<file path="src/rtl/fifo_wr_arbiter.sv">
// -----------------------------------------------------------------------------
// fifo_wr_arbiter
//
// Round-robin scheduler that shares one FIFO write port among NREQ requesters.
// In IDLE it picks a winner, starting the search just after the last completed
// winner, and captures that winner's data. It then waits out `full`, issues a
// single-cycle write strobe, and returns a single-cycle ack to the winner.
//
// Ports
//   clk       in   system clock, rising edge
//   rst       in   asynchronous active-low reset
//   req       in   [NREQ]     per-requester level request, held until ack
//   din       in   [NREQ*DW]  packed data, requester i at din[i*DW +: DW]
//   full      in   FIFO full flag
//   ack       out  [NREQ]     one-hot pulse: winner's data written this cycle
//   fifo_wr   out  FIFO write strobe
//   fifo_din  out  [DW]       write data, zero whenever fifo_wr is low
//   busy      out  high in any state other than IDLE
//   gnt_idx   out  [IW]       index of the current or last winner
// -----------------------------------------------------------------------------
module fifo_wr_arbiter #(
  parameter int NREQ = 4,
  parameter int DW   = 8,
  parameter int IW   = 2
) (
  input  logic               clk,
  input  logic               rst,
  input  logic [NREQ-1:0]    req,
  input  logic [NREQ*DW-1:0] din,
  input  logic               full,
  output logic [NREQ-1:0]    ack,
  output logic               fifo_wr,
  output logic [DW-1:0]      fifo_din,
  output logic               busy,
  output logic [IW-1:0]      gnt_idx
);

  typedef enum logic [1:0] {
    IDLE  = 2'd0,
    HOLD  = 2'd1,
    WRITE = 2'd2
  } state_e;

  state_e          state_q, state_d;
  logic [IW-1:0]   ptr_q, ptr_d;    // last completed winner (lowest priority)
  logic [IW-1:0]   gnt_q, gnt_d;    // current winner
  logic [DW-1:0]   data_q, data_d;  // winner's data captured at grant

  logic [IW-1:0]   win_idx;
  logic            win_found;

  // Round-robin search: first set request at ptr+1, ptr+2, ... modulo NREQ.
  // Requester ptr itself is examined last, so a requester that just wrote
  // gets the lowest priority in the next arbitration.
  // NOTE: every signal driven here gets a default before any branch, so no
  // path leaves it unassigned and no latch is inferred.
  always_comb begin
    win_idx   = '0;
    win_found = 1'b0;
    for (int k = 1; k <= NREQ; k++) begin
      if (!win_found && req[(int'(ptr_q) + k) % NREQ]) begin
        win_found = 1'b1;
        win_idx   = IW'((int'(ptr_q) + k) % NREQ);
      end
    end
  end

  // Next-state and output decode. Outputs depend only on registered state and
  // data, except that `full` gates the write strobe and ack while in WRITE so
  // a late `full` suppresses the write instead of overrunning the FIFO.
  always_comb begin
    state_d = state_q;
    ptr_d   = ptr_q;
    gnt_d   = gnt_q;
    data_d  = data_q;
    ack     = '0;
    fifo_wr = 1'b0;
    busy    = 1'b0;

    unique case (state_q)
      IDLE: begin
        if (win_found) begin
          gnt_d   = win_idx;
          data_d  = din[int'(win_idx)*DW +: DW];
          state_d = full ? HOLD : WRITE;
        end
      end

      HOLD: begin
        busy = 1'b1;
        // Winner withdrew: abandon the grant without moving the pointer.
        if (!req[gnt_q]) begin
          state_d = IDLE;
        end else if (!full) begin
          state_d = WRITE;
        end
      end

      WRITE: begin
        busy = 1'b1;
        if (!full) begin
          fifo_wr    = 1'b1;
          ack[gnt_q] = 1'b1;
          ptr_d      = gnt_q;
          state_d    = IDLE;
        end else begin
          state_d = HOLD;
        end
      end

      default: state_d = IDLE;
    endcase
  end

  // NOTE: state registers use non-blocking assignments so every register
  // samples the pre-edge values of the others, independent of block order.
  always_ff @(posedge clk or negedge rst) begin
    if (!rst) begin
      state_q <= IDLE;
      ptr_q   <= IW'(NREQ - 1);  // requester 0 searched first after reset
      gnt_q   <= '0;
      data_q  <= '0;
    end else begin
      state_q <= state_d;
      ptr_q   <= ptr_d;
      gnt_q   <= gnt_d;
      data_q  <= data_d;
    end
  end

  assign fifo_din = fifo_wr ? data_q : '0;
  assign gnt_idx  = gnt_q;

endmodule

</file>
<file path="config.mk">
export PLATFORM = sky130hd
export DESIGN_NAME = fifo_wr_arbiter
export DESIGN_NICKNAME = d
export VERILOG_FILES = /design/src/rtl/fifo_wr_arbiter.sv
export SDC_FILE = /design/constraint.sdc
export NUM_CORES = 1
export LEC_CHECK = 0
export CORE_ASPECT_RATIO = 0.6
export CORE_MARGIN = 5
export CORE_UTILIZATION = 35
export CTS_CLUSTER_SIZE = 10
export DETAILED_ROUTE_END_ITERATION = 8
export PLACE_DENSITY = 0.79
export SYNTH_ARGS = -nofsm -noshare
export SYNTH_HDL_FRONTEND = slang
export SYNTH_SLANG_ARGS = --single-unit
</file>
<file path="constraint.sdc">
create_clock -name clk -period 1.9 [get_ports clk]
set_clock_uncertainty 0.2 [all_clocks]
set_input_delay 0.19 -clock clk [delete_from_list [all_inputs] [get_ports clk]]
set_output_delay 0.19 -clock clk [all_outputs]
set_load 0.1 [all_outputs]
</file>
Word-level counts from Yosys, hierarchy flattened
Index checks and enable logic that the tools add are counted.
{ "word_totals": {"register_bits": 14, "output_inout_bits": 16} }
{ "op_classes": {"n_addsub": 4, "order_cmp": 6, "n_eq_ne": 4, "shifts": 1, "mux": 36, "bitwise_logic": 5, "n_reduce_logical": 16} }
{ "op_table": {"columns": ["operator", "count"], "rows": [
  ["$shiftx 32x6->8", 1],
  ["$mux 1", 18],
  ["$lt 3x4->1 const B", 4],
  ["$mux 2", 8],
  ["$bmux 1 s2", 5],
  ["$reduce_or 2->1", 5],
  ["$mux 4", 2],
  ["$mux 8", 1],
  ["$pmux 2 s3", 1],
  ["$reduce_and 2->1", 3],
  ["$add 2x1->2 const B", 2],
  ["$add 2x2->2 const B", 2],
  ["$and 1x1->1 const A", 4],
  ["$logic_and 1x1->1", 4],
  ["$logic_not 1->1", 3],
  ["$lt 2x3->1 const B", 1],
  ["$ne 3x3->1 const B", 1],
  ["$demux 1 s2", 1],
  ["$eq 2x1->1 const B", 1],
  ["$eq 2x2->1 const B", 1],
  ["$ge 2x1->1 const B", 1],
  ["$logic_not 2->1", 1],
  ["$ne 2x2->1 const B", 1],
  ["$not 1->1", 1]
]} }

Longest topological paths before layout
Gate-level depths: netlist of the first run.
{ "logic_depth": {"word_depth": 18, "mapped_depth": 7, "mapped_depth_nobuf": 6} }

Least setup slack after synthesis of the first run
Ideal clock, no wire load.
{ "synth_timing": {"path_kind": "register to output", "startpoint": "register state_q[0]", "endpoint": "output port ack[2]", "t_arrival_ps": 3224, "setup_slack_ps": -1714, "stages_incl_launch_ff": 8, "n_path_buf": 1, "path_cell_list": "dfrtp_1 inv_1 ha_1 nand2b_1 inv_2 clkbuf_1 nand2_1 nor2_1"} }
{ "synth_between": {"elab_chain_len": 2} }
{ "synth_rtl": {"columns": ["item", "line_no", "text"], "rows": [
  ["start: declaration", "44", "state_e state_q, state_d;"],
  ["start signal: assignment", "124", "state_q <= state_d;"],
  ["$eq 2x2->1", "80", "unique case (state_q)"],
  ["$mux 4", "80", null],
  ["end: declaration", "31", "output logic [NREQ-1:0] ack,"]
]} }
Every way passes these cells.

Worst setup path after layout of the first run
{ "layout_timing": {"startpoint": "register ptr_q[1]", "endpoint": "register data_q[0]"} }
{ "layout_between": {"elab_chain_len": 15, "word_cells_on_any_way": 32, "classes_between": "add/sub: 4; shift: 1; mux: 20; reduce/logical: 7"} }
{ "layout_rtl": {"columns": ["item", "line_no", "text"], "rows": [
  ["start: declaration", "45", "logic [IW-1:0] ptr_q, ptr_d;"],
  ["start signal: assignment", "120", "ptr_q <= IW'(NREQ - 1);"],
  ["start signal: assignment", "125", "ptr_q <= ptr_d;"],
  ["$add 2x1->2", "61, 63", null],
  ["$bmux 1 s2", "61", "if (!win_found && req[(int'(ptr_q) + k) % NREQ]) begin"],
  ["$mux 1 (implied by the code) (2 in a row)", "61", null],
  ["$mux 1", "61", null],
  ["$logic_not 1->1", "61", null],
  ["$logic_and 1x1->1", "61", null],
  ["$mux 1", "61", null],
  ["$logic_not 1->1", "61", null],
  ["$logic_and 1x1->1", "61", null],
  ["$mux 1", "61", null],
  ["$logic_not 1->1", "61", null],
  ["$logic_and 1x1->1", "61", null],
  ["$mux 2 or $mux 1 (tied branches)", "61", null],
  ["$shiftx 32x6->8 or $reduce_and 2->1 (tied branches)", null, null],
  ["end signal: assignment", "127", "data_q <= data_d;"],
  ["end: declaration", "47", "logic [DW-1:0] data_q, data_d;"]
]} }
Parallel ways exist; a longest one is shown, timed or not. The select of a mux whose other input is x is not followed.
A chain may end at the register's enable or synchronous reset.

==> metrics.md, run 1 <==
| Metric | Value |
|---|---|
| Synth Area in Compound Gates | 15.6% |
| Power Total | 0.00312 W |
| CP Launch Type | flip-flop |
| Area Overhead vs Synth | 101% |
| CTS tree | built |
| H-tree levels | 1 |
| Fin crit period | 1.98 ns |
| Post-synth top flop | dfrtp_1 |
| Core area | 2830 µm² |
| Adder-cell share of the synthesized area | 4.92% |
| Max incr delay on CP | 0.59 ns |
| Seq cells post-synth | 14 |
| Clock buffer count from CTS | 3 |
| Crit-path cells | nand2b_4 -> a21oi_2 -> o221ai_4 -> clkbuf_16 -> mux2i_1 -> o221ai_1 |
| First-pass DRT Iterations | 4 |
| Post-route ant nets | 0 |
| DP HPWL | 2.78 mm |
| Vert. Die Dim | 51.8 µm |
| Area leader, netlist | dfrtp_1 |
| First-pass GRT wire length | 5.24 mm |
| Share of the synthesized area in the top cell type | 29.5% |
| Largest net degree at the start of global routing | 18 |
| Input/output buffers | 54 |
| Flop2flop setup slack | -0.08 ns |
| Metal2 WL | 2.09 mm |
| Total track usage | 17.0% |
| WS Path Type | flip-flop to flip-flop |
| DRC Markers | 0 |
| Yosys warns | 0 |
| DIE WIDTH | 79.6 µm |
| Synth area leaders | dfrtp_1 30%, mux2i_1 17%, o221ai_1 6.9%, nand2_1 6.6%, and2_1 5.5% |
| DR top layer | met4 |
| Vias in the first global route | 1,077 |
| Average wire per standard cell | 17.8 µm |
| Worst VDD drop | 1440 µV |
| Highest clock rate | 504 MHz |
| Mapped cell area | 1020 µm² |
| Via density | 5.17 |
| Fillers | 197 |
| DRT iter0 DRCs | 38 |
| Post-synth cell types | 31 |
| Period utilization | 104% |
| Share of cells above drive strength 1 | 37.6% |
| Inserted Diodes | 0 |
| M1 wire length | 1.46 mm |
| Worst skew pair latency | 0.25 ns |
| Final setup viols | 8 |
| Final GP Congestion | 0.857 |
| Worst-margin pin slew | 0.331 ns |
| CTS Root Cell | clkbuf_8 |
| Placed instance area | 1880 µm² |
| Final non-filler cell area | 2050 µm² |
| I/O pin cnt | 55 |
| Global route overflow | 0 |
| Violated checks | negative setup slack |
| PD cells | 1520 nW/µm² |
| Routed WL | 3.82 mm |
| Final Hold Fails | 0 |
| Crit-path max FO | 8 |
| CP endpoint kind | flip-flop |
| RSZ-0062 raised after global routing | true |
| Max-cap violation count | 0 |
| Synth cell count leaders | 18 x nand2_1, 17 x mux2i_1, 12 x dfrtp_1 |
| Fin nets | 217 |
| Most common cell in the netlist | nand2_1 |
| Post-synth EDFFs | 0 |
| Status | finished with violations |
| Metal3 WL | 210 µm |
| Leakage | 0.913 nW |
| Critical Path AT | 1.90 ns |
| Post-synthesis xor/xnor area fraction | 0% |
| Largest family of logic cells by synthesized area | simple AND/OR/NAND/NOR gates |
| Clock buffer depth | 2 |
| Vias | 1,112 |
| Post-synthesis simple-gate area fraction | 19.2% |
| CP required | 1.82 ns |
| Die area | 4120 µm² |
| Number of hold buffers added after cts | 0 |
| Slew headroom | 77.9% |
| Worst slack at placement | -0.221 ns |
| Syn nets | 149 |
| Post-synthesis mux area share | 18.9% |
| Initial core utilization | 35.9% |
| Cells after Synth | 106 |
| Final Max Tran Viols | 0 |
| Clock sink count | 14 |
| HP Class | input port to asynchronous set/reset pin |
| Antenna violations before repair | 0 |
| Avg Synthesized Cell Area | 9.60 µm² |
| Slowest cell on crit path | dfstp_2 |
| Slack of the critical path | -0.0842 ns |
| Cell Rows | 15 |
| Ys async rst share | 100% |
| Clock-pin slew on the worst setup and hold paths | 0.06 ns |
| Seq/Total Area, Yosys | 34.7% |
-- final cells by class --
type / instances / area [µm²] / area share, %
Clock buffer: 4 / 55.1 / 2.69
Sequential cell: 14 / 358 / 17.5
Inverter: 6 / 35.0 / 1.71
Timing Repair Buffer: 68 / 838 / 41.0
Tap cell: 42 / 52.6 / 2.57
Multi-Input combinational cell: 81 / 707 / 34.6
-- worst max-delay path: cells and delay by family (launching register included) --
family,cells,cell delay (ns)
flops,1,0.59
compound gates,3,0.48
buf+inv,1,0.23
mux,1,0.21
simple gates,1,0.15
-- power by group --
group	leakage, nW	internal [W]	switching [W]
clock network	0.0288	0.000184	0.000119
registers	0.167	0.000471	0.000107
logic	0.717	0.000931	0.00130
-- per-stage QoR --
stage / util, % / hold WS, ns / TNS (ns) / cells
after floorplan: - / -0.306 / -0.179 / 106
after global placement: 66.3 / 0.263 / -1.25 / 205
after detailed placement: 66.3 / 0.266 / -1.95 / 205
after CTS: 69.2 / 0.0624 / -0.319 / 211
after global routing: 72.2 / 0.0712 / -1.40 / 215
final: 72.2 / 0.0538 / -0.452 / 215
-- final timing paths --
check | start | endpoint | cells after the start
max | ptr_q[1] | data_q[0] | 6
min | rst | data_q[0] | 2
max reg2reg | ptr_q[1] | data_q[0] | 6
min reg2reg | data_q[1] | data_q[1] | 2
max in group asynchronous | rst | ptr_q[0] | 2
min in group clk | data_q[1] | data_q[1] | 2
-- cell families (layout without fill, tap and decap cells) --
group | after synthesis | count (layout)
buffers and inverters | 11 | 78
AO/OA/AOI/OAI | 19 | 19
flip-flops | 14 | 14
adder cells (fa/ha/maj) | 4 | 4
AND/OR/NAND/NOR | 40 | 40
multiplexers | 18 | 18
-- per-layer routing --
metal,vias to the layer above,track usage [%]
met5,-,0
met4,0,5.71
met3,6,4.50
met2,37,28.9
met1,552,21.1
li1,517,-
-- state kept, by name, indices dropped and copies added (netlist names) --
signal	count
state_q	2
ptr_q	2
data_q	8
gnt_idx	2
-- repair_timing --
item	in CTS	in global routing
cloned	0	1
gates resized for setup	3	8
pin swaps	0	4
setup buffers	2	3
endpoints found under the setup margin	19	14
-- layout by cell type, fill, tap and decap left out, types with 2 or more instances in the layout --
cell type	count
a21oi_1	2
nand2b_4	2
nor2_4	2
buf_12	17
dfrtp_1	10
mux2i_1	16
and2_2	6
and2_1	2
inv_1	4
clkdlybuf4s50_1	37
nand2_1	15
buf_4	12
nor2_1	2
dfstp_2	2
o221ai_1	8
clkbuf_8	4
nand2_4	2
ha_1	2
nand2b_1	2
Note: power is estimated with default switching activity, not from simulation.
==> run 2, diff against run 1 <==
--- a/config.mk
+++ b/config.mk
@@ -11,6 +11,7 @@
 export CTS_CLUSTER_SIZE = 10
 export DETAILED_ROUTE_END_ITERATION = 8
 export PLACE_DENSITY = 0.79
+export RECOVER_POWER = 100
 export SYNTH_ARGS = -nofsm -noshare
 export SYNTH_HDL_FRONTEND = slang
 export SYNTH_SLANG_ARGS = --single-unit
==> run 2 against run 1 <==
Against the previous run:
- critical path depth unchanged
- global-route usage did not move
- hold slack improved by 0.23 ns
- combinational power fell by 4%
- cell count unchanged
- wire length about the same
- first-iteration DRC count grew 11%
- clock-buffer cell count unchanged
- sequential cell count did not move
- utilization is 1.5 points lower
- largest cell class unchanged
- the flow still finishes with violations (negative setup slack)
==> metrics.md, run 2 (synthesis gave the netlist of run 1 again) <==
| Metric | Value |
|---|---|
| Largest register FFs | 8 (unchanged) |
| Max-cap violation count | 0 (unchanged) |
| Highest clock rate | 504 MHz (about the same) |
| WS Path Type | flip-flop to flip-flop (unchanged) |
| Power Total | 0.00302 W (was 0.00312 W) |
| Status | finished with violations (unchanged) |
| Area Overhead vs Synth | 96.8% (was 101%) |
| Slack of the critical path | -0.0835 ns (was -0.0842 ns) |
| Clock buffer count from CTS | 3 (unchanged) |
| Initial core utilization | 35.9% (unchanged) |
| First-pass GRT wire length | 5.24 mm (unchanged) |
| CTS tree | built (unchanged) |
| Crit-path max FO | 8 (unchanged) |
| H-tree levels | 1 (unchanged) |
| Placed instance area | 1880 µm² (unchanged) |
| Cell Rows | 15 (unchanged) |
| DP HPWL | 2.78 mm (unchanged) |
| Number of hold buffers added after cts | 0 (unchanged) |
| Final Hold Fails | 0 (unchanged) |
| DRT iter0 DRCs | 42 (was 38) |
| I/O pin cnt | 55 (unchanged) |
| Final non-filler cell area | 2000 µm² (was 2050 µm²) |
| DRC Markers | 0 (unchanged) |
| Flop2flop setup slack | -0.08 ns (about the same) |
| CTS Root Cell | clkbuf_8 (unchanged) |
| Worst VDD drop | 1330 µV (was 1440 µV) |
| Fin crit period | 1.98 ns (about the same) |
| Period utilization | 104% (about the same) |
| Final core occ | 70.6% (was 72.2%) |
| DIE WIDTH | 79.6 µm (unchanged) |
| Vert. Die Dim | 51.8 µm (unchanged) |
| Largest net degree at the start of global routing | 18 (unchanged) |
| Worst-margin pin slew | 0.840 ns (was 0.331 ns) |
| Clock buffer depth | 2 (unchanged) |
| CP required | 1.82 ns (about the same) |
| Post-route ant nets | 0 (unchanged) |
| Die area | 4120 µm² (unchanged) |
| Final GP Congestion | 0.857 (unchanged) |
| Commonest non-fill, non-tap cell in the layout | clkdlybuf4s50_1 (unchanged) |
| Average wire per standard cell | 17.8 µm (about the same) |
| Antenna violations before repair | 0 (unchanged) |
| First-pass DRT Iterations | 4 (unchanged) |
| Fillers | 206 (was 197) |
| Critical Path AT | 1.90 ns (about the same) |
| CP Launch Type | flip-flop (unchanged) |
| Vias in the first global route | 1,077 (unchanged) |
| Count of non-filler cells in the finished layout | 215 (unchanged) |
| Worst skew pair latency | 0.25 ns (about the same) |
| RSZ-0062 raised after global routing | true (unchanged) |
| Register Area | 358 µm² (unchanged) |
| Most frequent cells in the layout | 36 x clkdlybuf4s50_1, 16 x mux2i_1, 15 x nand2_1, 15 x buf_12, 10 x dfrtp_1 (was 37 x clkdlybuf4s50_1, 17 x buf_12, 16 x mux2i_1) |
| Footprint of the multi-input gates | 694 µm² (was 707 µm²) |
| Global route overflow | 0 (unchanged) |
| CP endpoint kind | flip-flop (unchanged) |
| Final setup viols | 19 (was 8) |
| Routed WL | 3.82 mm (about the same) |
| Slew headroom | 44.0% (was 77.9%) |
| HP Class | flip-flop to flip-flop (was input port to asynchronous set/reset pin) |
| Violated checks | negative setup slack (unchanged) |
| PD cells | 1510 nW/µm² (was 1520 nW/µm²) |
| Clock sink count | 14 (unchanged) |
| Final hold slack | 0.286 ns (was 0.0538 ns) |
| Dpl cells | 205 (unchanged) |
| Final Max Tran Viols | 0 (unchanged) |
| Clock-pin slew on the worst setup and hold paths | 0.06 ns (about the same) |
| Via density | 5.15 (was 5.17) |
| Share of cells above drive strength 1 | 35.3% (was 37.6%) |
| Core area | 2830 µm² (unchanged) |
| Fin nets | 217 (unchanged) |
| Inserted Diodes | 0 (unchanged) |
| Input/output buffers | 54 (unchanged) |
| Total track usage | 17.0% (unchanged) |
| Biggest register | data_q (unchanged) |
| Leakage | 0.895 nW (was 0.913 nW) |
| Vias | 1,108 (was 1,112) |
run 2: changes by cell type in the layout (fill, tap and decap cells not counted), moves of 2 or more:
cell,before,now
buf_6,0,2
buf_12,17,15
buf_4,12,8
clkbuf_1,0,3
run 2: worst max-delay path, stage by stage (launching register included):
cell and delay, ns:
dfstp_2 0.59, nand2b_4 0.14, a21oi_2 0.07, o221ai_4 0.28
clkbuf_16 0.23, mux2i_1 0.21, o221ai_1 0.13
run 2: cell type report:
type / instances / share of cell area (%)
Inverter: 6 / 1.75
Timing Repair Buffer: 68 / 40.3
Multi-Input combinational cell: 81 / 34.7
Tap cell: 42 / 2.63
Clock buffer: 4 / 2.75
Sequential cell: 14 / 17.9
run 2: worst paths after layout:
| kind | startpoint | cells past startpoint | endpoint |
|---|---|---|---|
| setup / recovery | ptr_q[1] | 6 | data_q[0] |
| hold / removal | data_q[1] | 2 | data_q[1] |
| setup reg to reg | ptr_q[1] | 6 | data_q[0] |
| hold reg to reg | data_q[1] | 2 | data_q[1] |
| max in group asynchronous | rst | 2 | gnt_idx[1] |
| min in group asynchronous | rst | 2 | data_q[0] |
run 2: what timing repair did:
action | CTS | global route
cloned | 0 | 1
setup buffers | 2 | 3
pin swaps | 0 | 4
setup endpoints to repair | 19 | 14
resized for setup | 3 | 8
run 2: report_power, final:
part	internal, W	switching, W
clock network	0.000184	0.000119
registers	0.000471	0.000101
logic	0.000857	0.00129
run 2: layer usage:
layer,GRT usage [%],share of wire (%),vias to the layer above
met1,21.1,38,545
met4,5.71,1.8,0
li1,-,-,519
met2,28.9,55,38
met5,0,0,-
met3,4.50,5.1,6
run 2: metrics by stage:
step                TNS, ns  setup WS, ns
floorplan            -0.179       -0.0837
global placement      -1.25        -0.142
detailed placement    -1.95        -0.221
CTS                  -0.319       -0.0624
global route          -2.23        -0.159
finish               -0.850       -0.0835
